===== config.mk =====
export PLATFORM = sky130hd
export DESIGN_NAME = servo_out_guard
export DESIGN_NICKNAME = d
export VERILOG_FILES = /design/src/rtl/servo_out_guard.sv
export SDC_FILE = /design/constraint.sdc
export NUM_CORES = 1
export LEC_CHECK = 0
export CORE_UTILIZATION = 40
export CTS_BUF_LIST = sky130_fd_sc_hd__clkbuf_4 sky130_fd_sc_hd__clkbuf_8
export DETAILED_ROUTE_END_ITERATION = 10
export GPL_ROUTABILITY_DRIVEN = 1
export GPL_TIMING_DRIVEN = 0
export PLACE_DENSITY = 0.66
export REMOVE_ABC_BUFFERS = 1
export SYNTH_ARGS = -nofsm -noshare
export SYNTH_HDL_FRONTEND = slang
export SYNTH_SLANG_ARGS = --single-unit

===== constraint.sdc =====
create_clock -name clk -period 4.3 [get_ports clk]
set_input_delay 1.29 -clock clk [delete_from_list [all_inputs] [get_ports clk]]
set_output_delay 1.29 -clock clk [all_outputs]
set_load 0.01 [all_outputs]

===== src/rtl/servo_out_guard.sv =====
// Output-safing stage behind the servo watchdog. It gates the servo PWM and
// direction outputs, sequences a timed shutdown on a trip, and keeps a sticky fault.
module servo_out_guard #(
    parameter int unsigned N    = 4,
    parameter int unsigned DEAD = 8
) (
    input  logic         clk,
    input  logic         rst_n,
    input  logic         wdt_trip,
    input  logic         arm,
    input  logic         clear,
    input  logic [N-1:0] pwm_in,
    input  logic [N-1:0] dir_in,
    output logic [N-1:0] pwm_out,
    output logic [N-1:0] dir_out,
    output logic         fault,
    output logic         running,
    output logic [7:0]   trip_count
);

    localparam logic [7:0] DeadInit = 8'(DEAD);

    typedef enum logic [2:0] {
        StSafe,
        StArming,
        StRun,
        StHold,
        StTripped
    } state_e;

    state_e       state_q, state_d;
    logic [N-1:0] release_q, release_d;
    logic [N-1:0] rel_upd;
    logic [7:0]   dead_q, dead_d;
    logic [7:0]   trip_count_q, trip_count_d;
    logic [N-1:0] pwm_out_q, pwm_out_d;
    logic [N-1:0] dir_out_q, dir_out_d;
    logic         fault_q, fault_d;
    logic         running_q, running_d;

    always_comb begin
        state_d      = state_q;
        release_d    = release_q;
        dead_d       = dead_q;
        trip_count_d = trip_count_q;
        pwm_out_d    = '0;
        dir_out_d    = '0;
        // A channel is released once it has been seen low, so no runt pulse escapes.
        rel_upd      = release_q | ~pwm_in;

        unique case (state_q)
            StSafe: begin
                if (arm && !wdt_trip) state_d = StArming;
            end
            StArming: begin
                if (wdt_trip) state_d = StHold;
                else if (&rel_upd) state_d = StRun;
            end
            StRun: begin
                if (wdt_trip) state_d = StHold;
            end
            StHold: begin
                dead_d = dead_q - 8'd1;
                if (dead_q <= 8'd1) state_d = StTripped;
            end
            StTripped: begin
                if (clear && !wdt_trip) state_d = StSafe;
            end
            default: state_d = StSafe;
        endcase

        if (state_d == StHold && state_q != StHold) begin
            dead_d = DeadInit;
            if (trip_count_q != 8'hff) trip_count_d = trip_count_q + 8'd1;
        end

        if (state_d == StSafe || state_d == StHold || state_d == StTripped) begin
            release_d = '0;
        end else if (state_q == StArming) begin
            release_d = rel_upd;
        end

        // Outputs are registered and reflect the state being entered.
        case (state_d)
            StArming: begin
                pwm_out_d = release_d & pwm_in;
                dir_out_d = dir_in;
            end
            StRun: begin
                pwm_out_d = pwm_in;
                dir_out_d = dir_in;
            end
            StHold: begin
                dir_out_d = dir_out_q;
            end
            default: begin
                pwm_out_d = '0;
                dir_out_d = '0;
            end
        endcase

        fault_d   = (state_d == StHold) || (state_d == StTripped);
        running_d = (state_d == StRun);
    end

    always_ff @(posedge clk or negedge rst_n) begin
        if (!rst_n) begin
            state_q      <= StSafe;
            release_q    <= '0;
            dead_q       <= '0;
            trip_count_q <= '0;
            pwm_out_q    <= '0;
            dir_out_q    <= '0;
            fault_q      <= 1'b0;
            running_q    <= 1'b0;
        end else begin
            state_q      <= state_d;
            release_q    <= release_d;
            dead_q       <= dead_d;
            trip_count_q <= trip_count_d;
            pwm_out_q    <= pwm_out_d;
            dir_out_q    <= dir_out_d;
            fault_q      <= fault_d;
            running_q    <= running_d;
        end
    end

    assign pwm_out    = pwm_out_q;
    assign dir_out    = dir_out_q;
    assign fault      = fault_q;
    assign running    = running_q;
    assign trip_count = trip_count_q;

endmodule


==> results.toml, run 1 <==
[outcome]
status = "finished, final reports clean"

[timing]
holdWs_ps = 498.9
fin_skew_ps = 4.141
setup_violations = 0
final.min_clock_period_ps = 2897
maxSlewHeadroom_pct = 45.87
min_period_over_period_pct = 67.38
rsz0062_at_grt = "no"
setup_tns_ps = 0
fmax_mhz = 345.1
slew_viol_final = 0
hold_violations = 0
worstMarginPinSlew_ps = 791.5

[drt]
drt_iter0_drc = 16
vias = 1178
drc = 0
post_drt_wl_per_cell_um = 13.61
wl_um = 3076
drtAntennaViolNets = 0
first_pass_iters = 4
vias_per_cell = 5.212

[grt]
grt_max_degree = 34
track_usage_pct = 16.45
overflow = 0
antenna_found_initial = 0
grt_pass1_vias = 1171
grt_pass1_wl_um = 5202

[layout]
nNetsFinal = 194
syn2layout_area_growth_pct = 26.58
final_cell_mix = "33 x dfrtp_1, 29 x clkdlybuf4s50_1, 15 x nand2_1, 12 x nor2b_1, 8 x nor2_1"
diodes = 0
drive_above_1_share_pct = 7.865
final_common_cell = "dfrtp_1"

[worst_hold_path]
min-delay-path-class = "reg -> reg"
min-delay-start = "release_q[1]"

[floorplan]
die_w_um = 64.61
die_y_um = 64.61
core.rowCount = 22
initial_utilization_pct = 42.19
core-area_mm2 = 0.003716
io_pins = 31
floorplan.die_area_mm2 = 0.004174

[clocking]
cts_resized = 0
cts_setup_buffers = 0
clk_pin_slew_ps = 60
clk_path_buf_depth = 2
root_buffer = "clkbuf_8"
numCtsBuffers = 5
clk_latency_ps = 270
tritoncts = "built"
htreeDepth = 2
clock_sinks = 33
ctsHoldBuffers = 0

[logic_synthesis]
ys_ff_latch = 33
avgSynthCellArea_um2 = 10.96
syn_area_mm2 = 0.001568
synth_top_flop_cell = "dfrtp_1"
synth-warning-count = 0
synthCells = 143
synth_cell_types = 39
synth_edf_count = 0
seq_area_frac_synth_pct = 52.67
async_flop_share_pct = 100.0

[critical_path]
cp-start-kind = "primary input"
critPathRequiredTime_ps = 4500
reg2reg_from = "dead_q[2]"
cp_max_fo = 5
cp_data_arrival_time_ps = 3090
path_class = "in -> reg"
cp-end-kind = "flip-flop"
critPathLaunch = "pwm_in[0]"

[power_and_ir_drop]
p_leak_nw = 0.8489
peakVddDrop_mv = 0.2703
power_density_mw_per_mm2 = 652.0

[placed_design]
dpl.hpwl_um = 2258
port_buffers = 30
gp_congestion = 0.7765

[run]
maxCapViolCount = 0
==> worst paths after layout <==
path	to	slack, ps	depth (start not counted)
worst max-delay path	pwm_out[2]	1400	5
worst min-delay path	release_q[1]	500	1
worst max register to register	state_q[0]	2280	4
worst min register to register	release_q[1]	500	1
max in group asynchronous	pwm_out[1]	2760	1
min in group asynchronous	trip_count[3]	1070	1
==> metrics by stage <==
step	utilization (%)	power (mW)	setup slack [ps]	cells	cell area [um^2]
2_1_floorplan	-	0.8454	1519	140	1526
3_3_place_gp	50.77	1.031	496.6	218	1887
3_5_place_dp	50.98	1.066	1120	219	1894
4_1_cts	53.40	1.307	1398	226	1984
5_1_grt	53.40	1.390	1233	226	1984
6_report	53.40	1.294	1403	226	1984
==> cells by family (layout without fill, tap and decap cells) <==
group | count (synthesis) | count (layout) | synth area share [%]
simple gates | 58 | 58 | 19.31
flops | 33 | 33 | 52.67
compound gates | 29 | 29 | 15.16
buf+inv | 9 | 44 | 4.070
xor+xnor | 8 | 8 | 4.469
fa+ha+maj | 3 | 3 | 2.395
mux | 3 | 3 | 1.915
==> worst max-delay path, cell delays in order <==
cell and delay (ps):
clkdlybuf4s50_1 440, nor2b_1 150, a2111oi_0 700, a21oi_1 300
a21oi_1 210
==> routing by layer <==
layer	vias to the layer above	GRT usage, %	wire length (um)
met2	24	27.11	1503
met5	-	0	0
met1	572	20.48	1425
met3	2	5.810	130
li1	580	-	-
met4	0	4.167	17
==> registers in the layout, summed over array words and instances, names as in the netlist <==
| signal | count |
|---|---|
| dead_q | 8 |
| dir_out | 4 |
| fault | 1 |
| pwm_out | 4 |
| release_q | 4 |
| running | 1 |
| state_q | 3 |
| trip_count | 8 |
==> layout make-up <==
| type | count | area (um^2) |
|---|---|---|
| timing repair buffer | 31 | 302.8 |
| sequential | 33 | 825.8 |
| clock buffer | 7 | 90.09 |
| multi-input combinational | 101 | 683.2 |
| inverter | 6 | 22.52 |
| fill | 346 | 1732 |
| tap | 48 | 60.06 |
==> synth_stat cells (2+ instances only) <==
cell type	instances	area, um^2
a21oi_1	5	25.02
a22o_1	4	35.03
dfrtp_1	33	825.8
ha_1	3	37.54
inv_1	6	22.52
mux2i_1	3	30.03
nand2_1	15	56.30
nand2_2	2	12.51
nand3_1	6	30.03
nor2_1	8	30.03
nor2b_1	12	75.07
nor3_1	5	25.02
nor4_1	2	12.51
o211ai_1	2	15.01
o21a_1	4	30.03
o31ai_1	2	15.01
o41ai_1	3	26.28
xnor2_1	2	17.52
xor2_1	6	52.55
==> report_power, final <==
| group | total, mW | switching, mW | internal (mW) |
|---|---|---|---|
| clock network | 0.235 | 0.102 | 0.133 |
| logic | 0.542 | 0.277 | 0.265 |
| registers | 0.516 | 0.105 | 0.412 |
No activity file was read; power rests on OpenSTA's default activity.
==> run 2, diff against run 1 <==
- clock period: 4.3 -> 2.7 ns (I/O delays scaled with it)
==> results of run 2 <==
The final DEF is identical to that of run 1. Status: finished, final reports clean.
Among the figures that moved: setup slack after placement 1120 ps -> -0.1577 ps; setup slack after layout 1403 ps -> 282.6 ps; register-to-register setup slack 2280 ps -> 680 ps; total power 1.294 mW -> 2.060 mW; worst IR drop on VDD 0.2703 mV -> 0.4304 mV
==> run 3, diff against run 2 <==
- CELL_PAD_IN_SITES_DETAIL_PLACEMENT: default -> 1
- CELL_PAD_IN_SITES_GLOBAL_PLACEMENT: default -> 2
- CORE_UTILIZATION: 40 -> 34
- PLACE_DENSITY: 0.66 -> 0.83
==> run 3 against run 2 <==
First-iteration DRC count grew 120%. Non-clock buffer count unchanged. Critical path depth did not move.
==> results.toml, run 3 (synthesis results as in run 1) <==
[critical_path]
cp_num_cells = 5
critPathRequiredTime_ps = 2890
cp_max_fo = 5
cpLargestDelayFamily = "compound AO/OA/AOI/OAI gates"
crit_buf_inv = 1
worst_path_max_delay_cell = "a2111oi_1"
cp_data_arrival_time_ps = 2520
endpoint = "pwm_out[1]"
cpMostUsedCell = "a21oi_1"
worstPathCellList = "clkdlybuf4s50_1 -> nor2b_1 -> a2111oi_1 -> a21oi_1 -> a21oi_1"
cp-start-kind = "primary input"
timing.rr.end = "state_q[0]"
reg2reg_slack_ps = 680
path_class = "in -> reg"
rr_worst_depth = 4
critPathLaunch = "pwm_in[0]"
reg2reg_from = "dead_q[2]"
cp-end-kind = "flip-flop"
slowest_delay_ps = 610

[timing]
fin_skew_ps = 4.002
setup_violations = 0
rsz0062_at_grt = "no"
holdWs_ps = 507.8
worstMarginPinSlew_ps = 757.9
maxSlewHeadroom_pct = 49.48
hold_violations = 0
min_period_over_period_pct = 86.11
fmax_mhz = 430.1
slew_viol_final = 0
final.min_clock_period_ps = 2325

[worst_hold_path]
min-delay-path-class = "reg -> reg"
hold_depth = 1

[placed_design]
dpl.hpwl_um = 2668
gp_congestion = 0.7033
port_buffers = 30

[drt]
drt_iter0_drc = 35
vias = 1201
wl_um = 3593
drtAntennaViolNets = 0
drc = 0
first_pass_iters = 4
vias_per_cell = 5.222
post_drt_wl_per_cell_um = 15.62

[layout]
diodes = 0
final_cell_mix = "33 x dfrtp_1, 29 x clkdlybuf4s50_1, 15 x nand2_1, 12 x nor2b_1, 8 x nor2_1"
nNetsFinal = 194
syn2layout_area_growth_pct = 26.98
drive_above_1_share_pct = 7.865
final_common_cell = "dfrtp_1"
fillCellCount = 496

[floorplan]
initial_utilization_pct = 35.76
die_y_um = 69.91
core.rowCount = 24
core-area_mm2 = 0.004384
io_pins = 31
die_w_um = 69.91
floorplan.die_area_mm2 = 0.004887

[clocking]
numCtsBuffers = 5
root_buffer = "clkbuf_8"
ctsHoldBuffers = 0
clk_latency_ps = 280
tritoncts = "built"
cts_resized = 0
htreeDepth = 2
cts_setup_buffers = 0
clk_path_buf_depth = 2
clk_pin_slew_ps = 60
clock_sinks = 33

[power_and_ir_drop]
power_density_mw_per_mm2 = 1045
p_leak_nw = 0.8489
power_mw = 2.080
peakVddDrop_mv = 0.4369

[grt]
antenna_found_initial = 0
overflow = 0
track_usage_pct = 16.57
grt_pass1_vias = 1333
grt_max_degree = 34
grt_pass1_wl_um = 6272

[outcome]
status = "finished, final reports clean"

[run]
maxCapViolCount = 0
[run 3: cell count changes in the layout (fill, tap and decap cells not counted)]
| cell | delta |
|---|---|
| a2111oi_1 | +1 |
| a2111oi_0 | -1 |
[run 3: metal layers]
layer  track usage [%]  wire length, um  vias to the layer above
li1                  -                -                      581
met1             19.78             1583                      589
met2             27.88             1788                       26
met3             4.762              175                        5
met4             6.889               44                        0
met5                 0                0                        -
[run 3: worst register-to-register path: stages (launching register included)]
cell	delay [ps]
dfrtp_1	440
or4_4	600
o41ai_4	370
nand2_2	150
a311o_1	340
[run 3: per-stage QoR]
step	setup slack, ps	utilization [%]	TNS [ps]	std cells	instance area [um^2]
global route	175.2	45.41	0	230	1991
finish	375.0	45.41	0	230	1991
floorplan	399.2	-	0	140	1526
global placement	-657.3	43.15	-7557	222	1892
CTS	195.0	45.38	0	230	1989
detailed placement	-97.84	43.32	-372.5	223	1899
[run 3: where the power goes]
group | switching [mW] | leakage (nW) | internal, mW
Sequential | 0.167 | 0.430 | 0.656
Combinational | 0.457 | 0.371 | 0.422
Clock | 0.166 | 0.0477 | 0.212
Total | 0.790 | 0.849 | 1.29
[run 3: layout make-up]
| cell class | count | area, um^2 | share of cell area [%] |
|---|---|---|---|
| clock buffer | 7 | 90.09 | 4.525 |
| sequential | 33 | 825.8 | 41.48 |
| inverter | 6 | 22.52 | 1.131 |
| multi-input combinational | 101 | 684.4 | 34.38 |
| timing repair buffer | 31 | 302.8 | 15.21 |
| tap | 52 | 65.06 | 3.268 |
[run 3: how the worst min path moves through the flow]
stage	from	to	slack (ps)
after CTS	dead_q[5]	dead_q[5]	510
after floorplan	dead_q[5]	dead_q[5]	450
after global placement	dead_q[5]	dead_q[5]	470
final	dir_out[3]	dir_out[3]	510
after global routing	dead_q[5]	dead_q[5]	520
after detailed placement	dir_out[2]	dir_out[2]	490
